==> src/rtl/pux_pkg.sv <==
// -----------------------------------------------------------------------------
// pux_pkg
//   Shared definitions for the PUX execution stages: opcode field positions,
//   operation encodings, status bit indices and the execution FSM states.
// -----------------------------------------------------------------------------
package pux_pkg;

    // Operation field position inside the opcode word.
    localparam int PUX_OP_MSB = 7;
    localparam int PUX_OP_LSB = 6;

    // Operation encodings.
    typedef enum logic [1:0] {
        PUX_OP_ADD = 2'b00,
        PUX_OP_SUB = 2'b01,
        PUX_OP_CMP = 2'b10,
        PUX_OP_NOP = 2'b11
    } pux_op_e;

    // Status beat bit indices: status = {zero, carry}.
    localparam int PUX_ST_CARRY = 0;
    localparam int PUX_ST_ZERO  = 1;

    // Execution FSM states.
    typedef enum logic [1:0] {
        PUX_ST_IDLE = 2'b00,
        PUX_ST_RUN  = 2'b01,
        PUX_ST_STAT = 2'b10
    } pux_state_e;

endpackage : pux_pkg

==> src/rtl/pux_ex_addsub.sv <==
// -----------------------------------------------------------------------------
// pux_ex_addsub
//   Combinational DATAW-bit adder/subtractor with carry/borrow in and out.
//   Shared by the execution stage and the modular-reduction stage.
//
// Ports:
//   i_a, i_b  operand words
//   i_sub     0: r = a + b + cin       1: r = a - b - cin
//   i_cin     carry in (add) / borrow in (sub)
//   o_r       result word
//   o_cout    carry out (add) / borrow out (sub)
// -----------------------------------------------------------------------------
module pux_ex_addsub #(
    parameter int DATAW = 16
) (
    input  logic [DATAW-1:0] i_a,
    input  logic [DATAW-1:0] i_b,
    input  logic             i_sub,
    input  logic             i_cin,
    output logic [DATAW-1:0] o_r,
    output logic             o_cout
);

    logic [DATAW:0] w_sum;
    logic [DATAW:0] w_diff;
    logic [DATAW:0] w_cin_ext;

    assign w_cin_ext = {{DATAW{1'b0}}, i_cin};
    assign w_sum     = {1'b0, i_a} + {1'b0, i_b} + w_cin_ext;
    // a - b - cin lies in [-2^DATAW, 2^DATAW-1], so at DATAW+1 bits the
    // sign bit is exactly the borrow (a < b + cin).
    assign w_diff    = {1'b0, i_a} - {1'b0, i_b} - w_cin_ext;

    assign o_r    = i_sub ? w_diff[DATAW-1:0] : w_sum[DATAW-1:0];
    assign o_cout = i_sub ? w_diff[DATAW]     : w_sum[DATAW];

endmodule : pux_ex_addsub

==> src/rtl/pux_ex.sv <==
// -----------------------------------------------------------------------------
// pux_ex
//   Word-serial big-integer execution stage. Accepts one opcode, then consumes
//   A/B operand words (LSW first) in lock-step, streams result words and ends
//   every operation with one {zero, carry} status beat.
//   Operations: ADD, SUB (with borrow), CMP (SUB without result beats), NOP.
//
// Ports:
//   axis_clk / axis_rst              clock, synchronous active-high reset
//   axis_opcode_*                    opcode stream ([7:6] op, [LENW-1:0] nwords-1)
//   axis_abuff_* / axis_bbuff_*      operand word streams (popped together)
//   axis_res_*                       result word stream (ADD/SUB only)
//   axis_status_*                    status beat {zero, carry}
//   axis_res_last                    final result word marker (PUX_EX_TLAST_EN)
//
// Build option:
//   PUX_EX_TLAST_EN  adds axis_res_last.
// -----------------------------------------------------------------------------
module pux_ex
    import pux_pkg::*;
#(
    parameter int OPCW    = 8,
    parameter int DATAW   = 16,
    parameter int STATUSW = 2,
    parameter int LENW    = 4
) (
    input  logic               axis_clk,
    input  logic               axis_rst,
    input  logic [OPCW-1:0]    axis_opcode_data,
    input  logic               axis_opcode_valid,
    output logic               axis_opcode_ready,
    input  logic [DATAW-1:0]   axis_abuff_data,
    input  logic               axis_abuff_valid,
    output logic               axis_abuff_ready,
    input  logic [DATAW-1:0]   axis_bbuff_data,
    input  logic               axis_bbuff_valid,
    output logic               axis_bbuff_ready,
    output logic [DATAW-1:0]   axis_res_data,
    output logic               axis_res_valid,
    input  logic               axis_res_ready,
`ifdef PUX_EX_TLAST_EN
    output logic               axis_res_last,
`endif
    output logic [STATUSW-1:0] axis_status_data,
    output logic               axis_status_valid,
    input  logic               axis_status_ready
);

    pux_state_e       r_state;
    pux_state_e       w_state_nxt;
    pux_op_e          r_op;
    pux_op_e          w_opc_op;
    logic [LENW-1:0]  r_nwords_m1;
    logic [LENW-1:0]  r_count;
    logic             r_carry;
    logic             r_zacc;
    logic [DATAW-1:0] r_res_data;
    logic             r_res_valid;

    logic             w_opc_hs;
    logic             w_res_free;
    logic             w_step;
    logic             w_last;
    logic             w_stat_valid;
    logic             w_stat_hs;
    logic [DATAW-1:0] w_r;
    logic             w_cout;
    logic             w_unused_opc;

    // Reserved opcode bits carry no meaning here.
    assign w_unused_opc = ^axis_opcode_data[PUX_OP_LSB-1:LENW];

    assign w_opc_op   = pux_op_e'(axis_opcode_data[PUX_OP_MSB:PUX_OP_LSB]);
    assign w_opc_hs   = (r_state == PUX_ST_IDLE) && !axis_rst && axis_opcode_valid;

    // The result register can accept a word when empty or emptied this cycle.
    assign w_res_free = !r_res_valid || axis_res_ready;

    // CMP produces no result beats, so it never waits on the result register.
    assign w_step = (r_state == PUX_ST_RUN) && !axis_rst
                    && axis_abuff_valid && axis_bbuff_valid
                    && ((r_op == PUX_OP_CMP) || w_res_free);
    assign w_last = (r_count == r_nwords_m1);

    // Status waits until the last result word has left the register.
    assign w_stat_valid = (r_state == PUX_ST_STAT) && !axis_rst && w_res_free;
    assign w_stat_hs    = w_stat_valid && axis_status_ready;

    pux_ex_addsub #(
        .DATAW (DATAW)
    ) u_addsub (
        .i_a    (axis_abuff_data),
        .i_b    (axis_bbuff_data),
        .i_sub  (r_op != PUX_OP_ADD),
        .i_cin  (r_carry),
        .o_r    (w_r),
        .o_cout (w_cout)
    );

    // Next-state and handshake outputs.
    always_comb begin
        w_state_nxt       = r_state;
        axis_opcode_ready = 1'b0;
        axis_abuff_ready  = 1'b0;
        axis_bbuff_ready  = 1'b0;
        axis_status_valid = 1'b0;
        axis_status_data  = '0;

        axis_status_data[PUX_ST_ZERO]  = r_zacc;
        axis_status_data[PUX_ST_CARRY] = r_carry;

        case (r_state)
            PUX_ST_IDLE: begin
                axis_opcode_ready = !axis_rst;
                if (w_opc_hs) begin
                    w_state_nxt = (w_opc_op == PUX_OP_NOP) ? PUX_ST_STAT : PUX_ST_RUN;
                end
            end
            PUX_ST_RUN: begin
                // Both operand streams are popped together, never singly.
                axis_abuff_ready = w_step;
                axis_bbuff_ready = w_step;
                if (w_step && w_last) begin
                    w_state_nxt = PUX_ST_STAT;
                end
            end
            PUX_ST_STAT: begin
                axis_status_valid = w_stat_valid;
                if (w_stat_hs) begin
                    w_state_nxt = PUX_ST_IDLE;
                end
            end
            default: w_state_nxt = PUX_ST_IDLE;
        endcase
    end

    // Control state and accumulators.
    // NOTE: sequential state uses non-blocking assignments only, so every
    // register samples the pre-edge values regardless of statement order.
    always_ff @(posedge axis_clk) begin
        if (axis_rst) begin
            r_state     <= PUX_ST_IDLE;
            r_count     <= '0;
            r_carry     <= 1'b0;
            r_zacc      <= 1'b0;
            r_res_valid <= 1'b0;
        end else begin
            r_state <= w_state_nxt;

            if (w_opc_hs) begin
                r_count <= '0;
                r_carry <= 1'b0;
                r_zacc  <= 1'b1;
            end

            if (w_step) begin
                r_carry <= w_cout;
                r_zacc  <= r_zacc && (w_r == '0);
                // Cleared on the last word so nwords = 2^LENW never wraps
                // into a further step.
                r_count <= w_last ? '0 : r_count + 1'b1;
            end

            if (w_step && (r_op != PUX_OP_CMP)) begin
                r_res_valid <= 1'b1;
            end else if (axis_res_ready) begin
                r_res_valid <= 1'b0;
            end
        end
    end

    // NOTE: pure datapath registers are not reset; they are always written
    // before being observed (op/length at the opcode handshake, result word
    // together with its valid).
    always_ff @(posedge axis_clk) begin
        if (w_opc_hs) begin
            r_op        <= w_opc_op;
            r_nwords_m1 <= axis_opcode_data[LENW-1:0];
        end
        if (w_step && (r_op != PUX_OP_CMP)) begin
            r_res_data <= w_r;
        end
    end

    assign axis_res_data  = r_res_data;
    assign axis_res_valid = r_res_valid;

`ifdef PUX_EX_TLAST_EN
    logic r_res_last;

    always_ff @(posedge axis_clk) begin
        if (axis_rst) begin
            r_res_last <= 1'b0;
        end else if (w_step && (r_op != PUX_OP_CMP)) begin
            r_res_last <= w_last;
        end
    end

    assign axis_res_last = r_res_last;
`endif

endmodule : pux_ex

==> config.mk <==
export PLATFORM = sky130hd
export DESIGN_NAME = pux_ex
export DESIGN_NICKNAME = d
export VERILOG_FILES = /design/src/rtl/pux_pkg.sv /design/src/rtl/pux_ex_addsub.sv /design/src/rtl/pux_ex.sv
export SDC_FILE = /design/constraint.sdc
export NUM_CORES = 1
export LEC_CHECK = 0
export CAP_MARGIN = 20
export CORE_MARGIN = 4
export CORE_UTILIZATION = 47
export DETAILED_ROUTE_END_ITERATION = 16
export PLACE_DENSITY = 0.78
export REMOVE_ABC_BUFFERS = 1
export SYNTH_ARGS = -nofsm -noshare
export SYNTH_HDL_FRONTEND = slang
export SYNTH_SLANG_ARGS = --single-unit
==> constraint.sdc <==
create_clock -name axis_clk -period 3.95 [get_ports axis_clk]
set_clock_uncertainty 0.2 [all_clocks]
set_input_delay 0.5925 -clock axis_clk [delete_from_list [all_inputs] [get_ports axis_clk]]
set_output_delay 0.5925 -clock axis_clk [all_outputs]
set_load 0.01 [all_outputs]
# ---- After elaboration in Yosys (flattened, before gate mapping)
# Cells that the tools add are included.
dict set report classes {
  add_sub_neg 5
  eq_ne 9
  muxes 19
  reduce_logical 22
}
# operator n
set ops {}
lappend ops {{$add A16 B16 Y17} 1}
lappend ops {{$add A17 B1 Y17} 1}
lappend ops {{$sub A16 B16 Y17} 1}
lappend ops {{$sub A17 B1 Y17} 1}
lappend ops {{$logic_not A16 Y1} 1}
lappend ops {{$mux W16} 1}
lappend ops {{$logic_and A1 B1 Y1} 12}
lappend ops {{$mux W4} 3}
lappend ops {{$mux W1} 10}
lappend ops {{$mux W2} 4}
lappend ops {{$eq A2 B2 Y1 const B} 3}
lappend ops {{$ne A2 B2 Y1 const B} 3}
lappend ops {{$pmux W2 S3} 1}
lappend ops {{$reduce_bool A2 Y1} 3}
lappend ops {{$add A4 B1 Y4 const B} 1}
lappend ops {{$eq A4 B4 Y1} 1}
lappend ops {{$reduce_and A3 Y1} 1}
lappend ops {{$eq A2 B1 Y1 const B} 1}
lappend ops {{$logic_not A1 Y1} 2}
lappend ops {{$logic_not A2 Y1} 1}
lappend ops {{$logic_or A1 B1 Y1} 2}
lappend ops {{$ne A2 B1 Y1 const B} 1}
dict set report word_totals {
  ff_bits 31
  inputBits 47
  output_inout_bits 23
  word_cells 63
}

# ---- Logic depth before layout (Yosys ltp)
# Gate-level depths: netlist of run 1.
dict set report depth {
  depth_word 8
  depth_mapped 14
  ltp_nobuf 13
}

# ---- Hierarchy
# A second synthesis of run 1 with hierarchy kept.
dict set report hier_totals {
  cells_unflattened 363
  hier_area_um2 3259.4
}
# mod instances cells_per_inst area_per_inst_um2 seq_area_each_um2
set modules_own_cells {}
lappend modules_own_cells {pux_ex_addsub 1 271 1996.9 0.0}
lappend modules_own_cells {pux_ex 1 92 1262.5 840.8}

# ---- Least setup slack after synthesis of run 1
# Ideal clock, no wire load.
dict set report synth_path {
  path_type {input -> register}
  startpoint {input axis_abuff_data[5]}
  endpoint {register r_zacc}
  setup_ns 0.087
  arrival_time_ns 3.547
  required_ns 3.663
  setup_slack_ns 0.116
  path_stages 14
  n_path_buf 1
  path_cell_list {inv_1 -> ha_1 -> clkbuf_1 -> inv_1 -> ha_1 -> a21o_1 -> o21ai_0 -> nand4b_1 -> a21o_1 -> a21oi_1 -> o221ai_1 -> or4_1 -> or4_1 -> o31ai_1}
}
dict set report synth_between {
  elab_chain_len 6
  word_cells_on_any_way 8
  cone_classes {4 x add/sub; 2 x mux; 2 x reduce/logical}
}
# item line
set synth_lines {}
lappend synth_lines {{from (decl)} pux_ex.sv:32} ;# input logic [DATAW-1:0] axis_abuff_data,
lappend synth_lines {{$add A16 B16 Y17 or $sub A16 B16 Y17 (tied branches)} {pux_ex_addsub.sv:29, pux_ex_addsub.sv:32}}
lappend synth_lines {{$add A17 B1 Y17 or $sub A17 B1 Y17 (tied branches)} {pux_ex_addsub.sv:29, pux_ex_addsub.sv:32}}
lappend synth_lines {{$mux W16 *} pux_ex_addsub.sv:34} ;# assign o_r = i_sub ? w_diff[DATAW-1:0] : w_sum[DATAW-1:0];
lappend synth_lines {{$logic_not A16 Y1 *} pux_ex.sv:158} ;# r_zacc <= r_zacc && (w_r == '0);
lappend synth_lines {{$logic_and A1 B1 Y1 *} pux_ex.sv:158}
lappend synth_lines {{$mux W1 *} pux_ex.sv:156} ;# if (w_step) begin
lappend synth_lines {{to (signal assigned)} pux_ex.sv:158}
lappend synth_lines {{to (decl)} pux_ex.sv:56} ;# logic r_zacc;
# Mark *: on every way between the ends. The rest lies on a longest branch, timed or not.
# A chain may end at the register's enable or synchronous reset.

# ---- Worst setup path after layout of run 1
dict set report layout_path {
  startpoint {input axis_abuff_data[2]}
  endpoint {register r_zacc}
}
dict set report layout_between {
  elab_chain_len 6
  word_cells_on_any_way 8
  cone_classes {4 x add/sub; 2 x mux; 2 x reduce/logical}
}
# item line
set layout_lines {}
lappend layout_lines {{$add A16 B16 Y17 or $sub A16 B16 Y17 (tied branches)} {pux_ex_addsub.sv:29, pux_ex_addsub.sv:32}}
lappend layout_lines {{$add A17 B1 Y17 or $sub A17 B1 Y17 (tied branches)} {pux_ex_addsub.sv:29, pux_ex_addsub.sv:32}}
lappend layout_lines {{$mux W16 *} pux_ex_addsub.sv:34}
lappend layout_lines {{named net u_addsub.o_r[7]} pux_ex_addsub.sv:20} ;# output logic [DATAW-1:0] o_r,
lappend layout_lines {{$logic_not A16 Y1 *} pux_ex.sv:158}
lappend layout_lines {{$logic_and A1 B1 Y1 *} pux_ex.sv:158}
lappend layout_lines {{$mux W1 *} pux_ex.sv:156}
# Mark *: on every way through the listed nets, which the timed path passes. The rest lies on a longest branch.

==> out/metrics.csv, run 1 <==
metric,value,unit
layout-drive-gt1-share,21.7,%
ctsLongestPathBuffers,2,
start_kind,input port,
slowest_stage,or4_1,
yosysWarnings,0,
mappedNetlistArea,3240,um^2
dpl-instance-area,4470,um^2
cts_max_level,2,
p_per_area,275,nW/um^2
clock_latency,280,ps
power,1.31,mW
syn_inst,380,
layout_setup_ws,7.66,ps
vdd.ir_drop.worst,0.000126,V
core_area,6530,um^2
crit_fanout,5,
crit_chain,clkdlybuf4s50_1 -> inv_1 -> ha_1 -> inv_1 -> a311oi_1 -> o21bai_2 -> o31a_1 -> xnor2_1 -> mux2_2 -> or4_1 -> or4_1 -> o31ai_1,
synthArstFlopShare,0,%
drtIter0Drc,156,
drt_first_pass_iters,4,
overflow,0,
routabilityCongestion,0.898,
synth_top_cells_by_count,"51 x inv_1, 46 x ha_1, 36 x nor2_1",
dieArea,8280,um^2
critPathTopFamily,compound AO/OA/AOI/OAI gates,
clk_pin_slew,60,ps
slew_headroom,56.7,%
pin_count,70,
tightest_slew,642,ps
fin_tns_setup,0,ps
p_comb_share,53.3,%
cts_buffers,5,
end_kind,flip-flop,
required,3950,ps
synth-seq-cells,31,
via_per_inst,5.50,
p_leak,2.16,nW
syn_to_final_growth,46.8,%
cap_violations,0,
p_seq_share,28.7,%
yosysTopAreaCell,edfxtp_1,
ctsHoldBuffers,0,
fin_crit_sh,99.8,%
report.final.slew_viol_count,0,
pre_cts_slack,-533,ps
rsz0062_at_grt,true,
cts.sinks,31,
netlist.area_leader.share,20.4,%
yosysMostFrequentCell,inv_1,
port_buffers,67,
p_sw,0.440,mW
wl_per_cell,14.9,um
setup_viol,0,
clock_power_share,17.9,%
synthTopCellsByArea,"edfxtp_1 20%, ha_1 18%, inv_1 5.9%",
antenna_left,0,
cellInternalPower,0.867,mW
grt_pass1_wl,14.3,mm
max_clock_freq,254,MHz
dpl.hpwl,6.91,mm
synth_edf_count,22,
vias,3311,
post-route-cell-area,4750,um^2
grt_pass1_vias,3256,
avgSynthCellArea,8.52,um^2
finalHoldViolations,0,
ys_seq_area_share,26.0,%
min_period,3940,ps
grt_max_degree,22,
hold_class,reg -> reg,
cts_root_buf,clkbuf_8,
slowest_delay,510,ps
critPathBufInv,3,
diodes,0,
status,completed,
antenna_found_initial,0,
drc_errors,0,
synth.distinct_cells,61,
die_x,91.0,um
grt_usage,20.6,%
drt-total-wl,8.99,mm
initial_core_util,49.6,%
synth-main-ff-cell,edfxtp_1,
fp.dieH,91.0,um
cts_tree,built,
crit_type,in -> reg,
rows,29,
nets,621,
swShare,33.7,%
critPathArrivalTime,3940,ps
final cells by class:
cell class,count,area (um^2)
clock buffers,8,80.1
fillers,468,1780
inverters,51,191
multi-input cells,289,2280
flip-flops and latches,31,841
well taps,77,96.3
repair buffers,146,1260
worst min-delay path: cells and delay by family (launching register included):
family             cells  cell delay, ps
DFF                    1             330
AOI/OAI and AO/OA      2             160
worst paths after layout:
| kind | start | to | slack, ps | cells after the start |
|---|---|---|---|---|
| max | axis_abuff_data[2] | r_zacc$_SDFFE_PP0P_ | 8 | 12 |
| min reg2reg | r_count[3]$_SDFFE_PP0P_ | r_count[3]$_SDFFE_PP0P_ | 340 | 2 |
| max reg2reg | r_carry$_SDFFE_PP0P_ | r_zacc$_SDFFE_PP0P_ | 240 | 12 |
| min | r_count[3]$_SDFFE_PP0P_ | r_count[3]$_SDFFE_PP0P_ | 340 | 2 |
routing by layer:
metal / global-route usage (%) / routed length, um / share of wire [%] / vias to the layer above
met2: 38.4 / 4550 / 51 / 99
li1: - / - / - / 1642
met1: 24.2 / 3860 / 43 / 1551
met5: 0 / 0 / 0 / -
met4: 5.03 / 191 / 2.1 / 0
met3: 3.88 / 390 / 4.3 / 19
stage by stage:
step,instances,hold WS (ps),util [%]
floorplan,371,264,-
global placement,583,286,68.4
detailed placement,583,325,68.4
CTS,598,334,70.8
global route,602,359,72.8
finish,602,336,72.8
cells in the final DEF (no fill, tap or decap), types with 3 or more instances in the layout:
master / Yosys / routed
a211oi_1: 3 / 3
a21o_1: 8 / 8
a21oi_1: 22 / 20
a21oi_2: 2 / 4
a311oi_1: 3 / 3
a31oi_1: 4 / 3
and3_1: 5 / 5
buf_4: 3 / 79
clkbuf_1: 4 / 3
clkbuf_8: 0 / 5
clkdlybuf4s50_1: 0 / 62
dfxtp_1: 9 / 9
dlymetal6s2s_1: 0 / 3
edfxtp_1: 22 / 22
fa_1: 4 / 3
ha_1: 46 / 39
ha_4: 0 / 6
inv_1: 51 / 48
inv_2: 0 / 3
mux2i_1: 7 / 7
nand2_1: 22 / 22
nand2b_1: 5 / 5
nand3_1: 9 / 9
nor2_1: 36 / 36
nor2b_1: 6 / 6
nor3_1: 9 / 8
o211ai_1: 3 / 3
o21ai_0: 17 / 15
o31ai_1: 4 / 3
or4_1: 3 / 3
xnor2_1: 19 / 19
xor2_1: 4 / 4
cell families after synthesis:
group	share of synthesized area [%]
compound gates	19.9
mux	2.86
fa+ha+maj	20.3
buf+inv	7.38
flops	26.0
xor+xnor	6.22
simple gates	17.4
what timing repair did:
action,in CTS,in global routing
endpoints found under the setup margin,2,3
cloned,0,0
pin swaps,7,16
gates resized for setup,7,25
buffers inserted,7,4
power groups by stage:
stage | Combinational, mW | Clock (mW) | Sequential, mW
after floorplan | 0.344 | 0 | 0.382
after global placement | 0.590 | 0 | 0.382
after detailed placement | 0.608 | 0 | 0.382
after CTS | 0.644 | 0.241 | 0.375
after global routing | 0.761 | 0.259 | 0.376
final | 0.697 | 0.234 | 0.375
state kept, by name (all words and copies together), names as in the netlist:
name and cells:
axis_res_valid 1, r_count 4, axis_res_data 16, r_op 2
r_carry 1, r_zacc 1, r_nwords_m1 4, r_state 2
(Power assumes the default switching activity.)
==> run 2, diff against run 1 <==
CELL_PAD_IN_SITES_DETAIL_PLACEMENT = 1   (was not set)
CELL_PAD_IN_SITES_GLOBAL_PLACEMENT = 1   (was not set)
CORE_UTILIZATION = 39   (was 47)
CTS_CLUSTER_SIZE = 28   (was not set)
PLACE_DENSITY = not set   (was 0.78)
PLACE_DENSITY_LB_ADDON = 0.1   (was not set)
clock period = 3.9 ns   (was 3.95 ns; I/O delays follow)
==> run 2 against run 1 <==
Net effect:
- flip-flop and latch count did not move
- critical path depth rose by 3
- sequential power rose by 1%
- via count rose by 2.2%
- first-iteration DRC count fell by 32%
- clock-buffer cell count fell by 3
- largest cell class unchanged
- worst setup slack improved by 62 ps
- total power rose by 10%
- die area rose by 19%
- critical endpoint unchanged
- sequential share of layout area fell by 0.73 points
==> out/metrics.csv, run 2 (synthesis gave the netlist of run 1 again) <==
metric,value,unit,change
wl_met1,4.61,mm,was 3.86 mm
cap_violations,0,,unchanged
antenna_found_initial,0,,unchanged
pre_cts_slack,-662,ps,was -533 ps
startpoint,axis_bbuff_data[3],,was axis_abuff_data[2]
pin_count,70,,unchanged
via_per_inst,5.37,,was 5.50
ctsHoldBuffers,0,,unchanged
finalHoldViolations,0,,unchanged
mostFrequentLayoutCell,buf_4,,unchanged
grt_pass1_wl,18.1,mm,was 14.3 mm
clock_latency,270,ps,was 280 ps
initial_core_util,41.0,%,was 49.6%
tightest_slew,630,ps,was 642 ps
cts.sinks,31,,unchanged
report.final.slew_viol_count,0,,unchanged
drt_first_pass_iters,4,,unchanged
crit_type,in -> reg,,unchanged
p_leak,2.20,nW,was 2.16 nW
critical_path.endpoint,r_zacc$_SDFFE_PP0P_,,unchanged
grt_pass1_vias,3809,,was 3256
route.met3.wl,279,um,was 390 um
hold_class,reg -> reg,,unchanged
clk_pin_slew,60,ps,about the same
layout-drive-gt1-share,28.6,%,was 21.7%
core_area,7890,um^2,was 6530 um^2
fp.dieH,99.1,um,was 91.0 um
power,1.44,mW,was 1.31 mW
port_buffers,67,,unchanged
die_x,99.1,um,was 91.0 um
drtIter0Drc,106,,was 156
rr_startpoint,r_carry$_SDFFE_PP0P_,,unchanged
diodes,0,,unchanged
setup_viol,0,,unchanged
min_period,3830,ps,
layout_setup_ws,69.9,ps,was 7.66 ps
grt_max_degree,22,,unchanged
final_util,63.1,%,was 72.8%
grt_usage,22.3,%,was 20.6%
end_kind,flip-flop,,unchanged
fin_crit_sh,98.2,%,
vias,3385,,was 3311
cts_tree,built,,unchanged
holdWs,330,ps,was 336 ps
met2_length,6.15,mm,was 4.55 mm
dpl.hpwl,8.14,mm,was 6.91 mm
drc_errors,0,,unchanged
crit_fanout,5,,unchanged
vdd.ir_drop.worst,0.000148,V,was 0.000126 V
status,completed,,unchanged
largest_reg_flops,16,,unchanged
r2r_end,r_zacc$_SDFFE_PP0P_,,unchanged
routabilityCongestion,0.807,,was 0.898
cts_buffers,5,,unchanged
critPathArrivalTime,3830,ps,was 3940 ps
drt-total-wl,11.3,mm,was 8.99 mm
required,3900,ps,was 3950 ps
cts_max_level,2,,unchanged
rows,32,,was 29
antenna_left,0,,unchanged
cts_root_buf,clkbuf_8,,unchanged
max_clock_freq,261,MHz,
wl_per_cell,18.0,um,was 14.9 um
dieArea,9820,um^2,was 8280 um^2
regToRegSetupSlack,120,ps,was 240 ps
overflow,0,,unchanged
top_layer_used,met4,,unchanged
nets,624,,was 621
start_kind,input port,,unchanged
mostFrequentLayoutCells,"81 x buf_4, 54 x clkdlybuf4s50_1, 37 x inv_1, 36 x nor2_1, 36 x ha_1",,"was 79 x buf_4, 62 x clkdlybuf4s50_1, 48 x inv_1, 39 x ha_1, 36 x nor2_1"
ctsLongestPathBuffers,2,,unchanged
p_per_area,289,nW/um^2,was 275 nW/um^2
slew_headroom,57.6,%,was 56.7%
syn_to_final_growth,53.8,%,was 46.8%
worstRegToRegCells,12,,unchanged
[run 2: cell count changes in the layout (fill, tap and decap cells not counted), moves of 3 or more]
cell             delta
buf_6               +3
clkbuf_1            -3
clkdlybuf4s50_1     -8
dlygate4sd2_1       +9
fa_1                -3
fa_2                +3
ha_1                -3
ha_4                +4
inv_1              -11
inv_2              +11
or4_1               -3
or4_4               +3
[run 2: critical path, stage by stage]
cell	delay, ps
dlygate4sd2_1	280
ha_4	270
inv_1	50
ha_1	200
buf_4	160
and3_1	180
o21ai_1	190
buf_4	160
nand4b_1	120
a21o_1	210
a21oi_2	170
o221ai_2	110
or4_4	480
or4_4	440
o31ai_4	210
[run 2: metal layers]
layer / vias to the layer above / GRT usage [%]
met5: - / 0
met4: 0 / 7.56
met3: 23 / 2.59
met2: 66 / 42.5
met1: 1655 / 25.4
li1: 1641 / -
[run 2: repair_timing]
item / 4_1_cts / 5_1_grt
gates resized for setup: 73 / 13
endpoints found under the hold margin: 0 / 0
setup buffers: 8 / 1
pin swaps: 24 / 8
endpoints found under the setup margin: 3 / 2
[run 2: worst min path at each step]
stage,from,slack [ps],cells after the start,endpoint
floorplan,r_count[3]$_SDFFE_PP0P_,260,2,r_count[3]$_SDFFE_PP0P_
global placement,r_count[3]$_SDFFE_PP0P_,290,2,r_count[3]$_SDFFE_PP0P_
detailed placement,r_count[3]$_SDFFE_PP0P_,320,2,r_count[3]$_SDFFE_PP0P_
CTS,r_count[3]$_SDFFE_PP0P_,330,2,r_count[3]$_SDFFE_PP0P_
global route,r_count[3]$_SDFFE_PP0P_,350,2,r_count[3]$_SDFFE_PP0P_
finish,r_count[3]$_SDFFE_PP0P_,330,2,r_count[3]$_SDFFE_PP0P_
[run 2: final cells by class]
class / instances / area [um^2]
Timing Repair Buffer: 149 / 1280
Clock buffer: 5 / 68.8
Tap cell: 102 / 128
Clock inverter: 3 / 38.8
Inverter: 51 / 191
Multi-Input combinational cell: 289 / 2420
Fill cell: 936 / 2910
Sequential cell: 31 / 845
[run 2: power by group]
group / switching (mW) / internal (mW)
Clock: 0.114 / 0.187
Sequential: 0.00666 / 0.374
Combinational: 0.377 / 0.380
Total: 0.498 / 0.941
[run 2: per-stage QoR]
step	cells	setup TNS, ps	cell area [um^2]
6_report	630	0	4980
2_1_floorplan	371	0	3190
5_1_grt	630	-121	4980
3_5_place_dp	613	-1660	4540
4_1_cts	629	0	4910
3_3_place_gp	613	-1200	4540
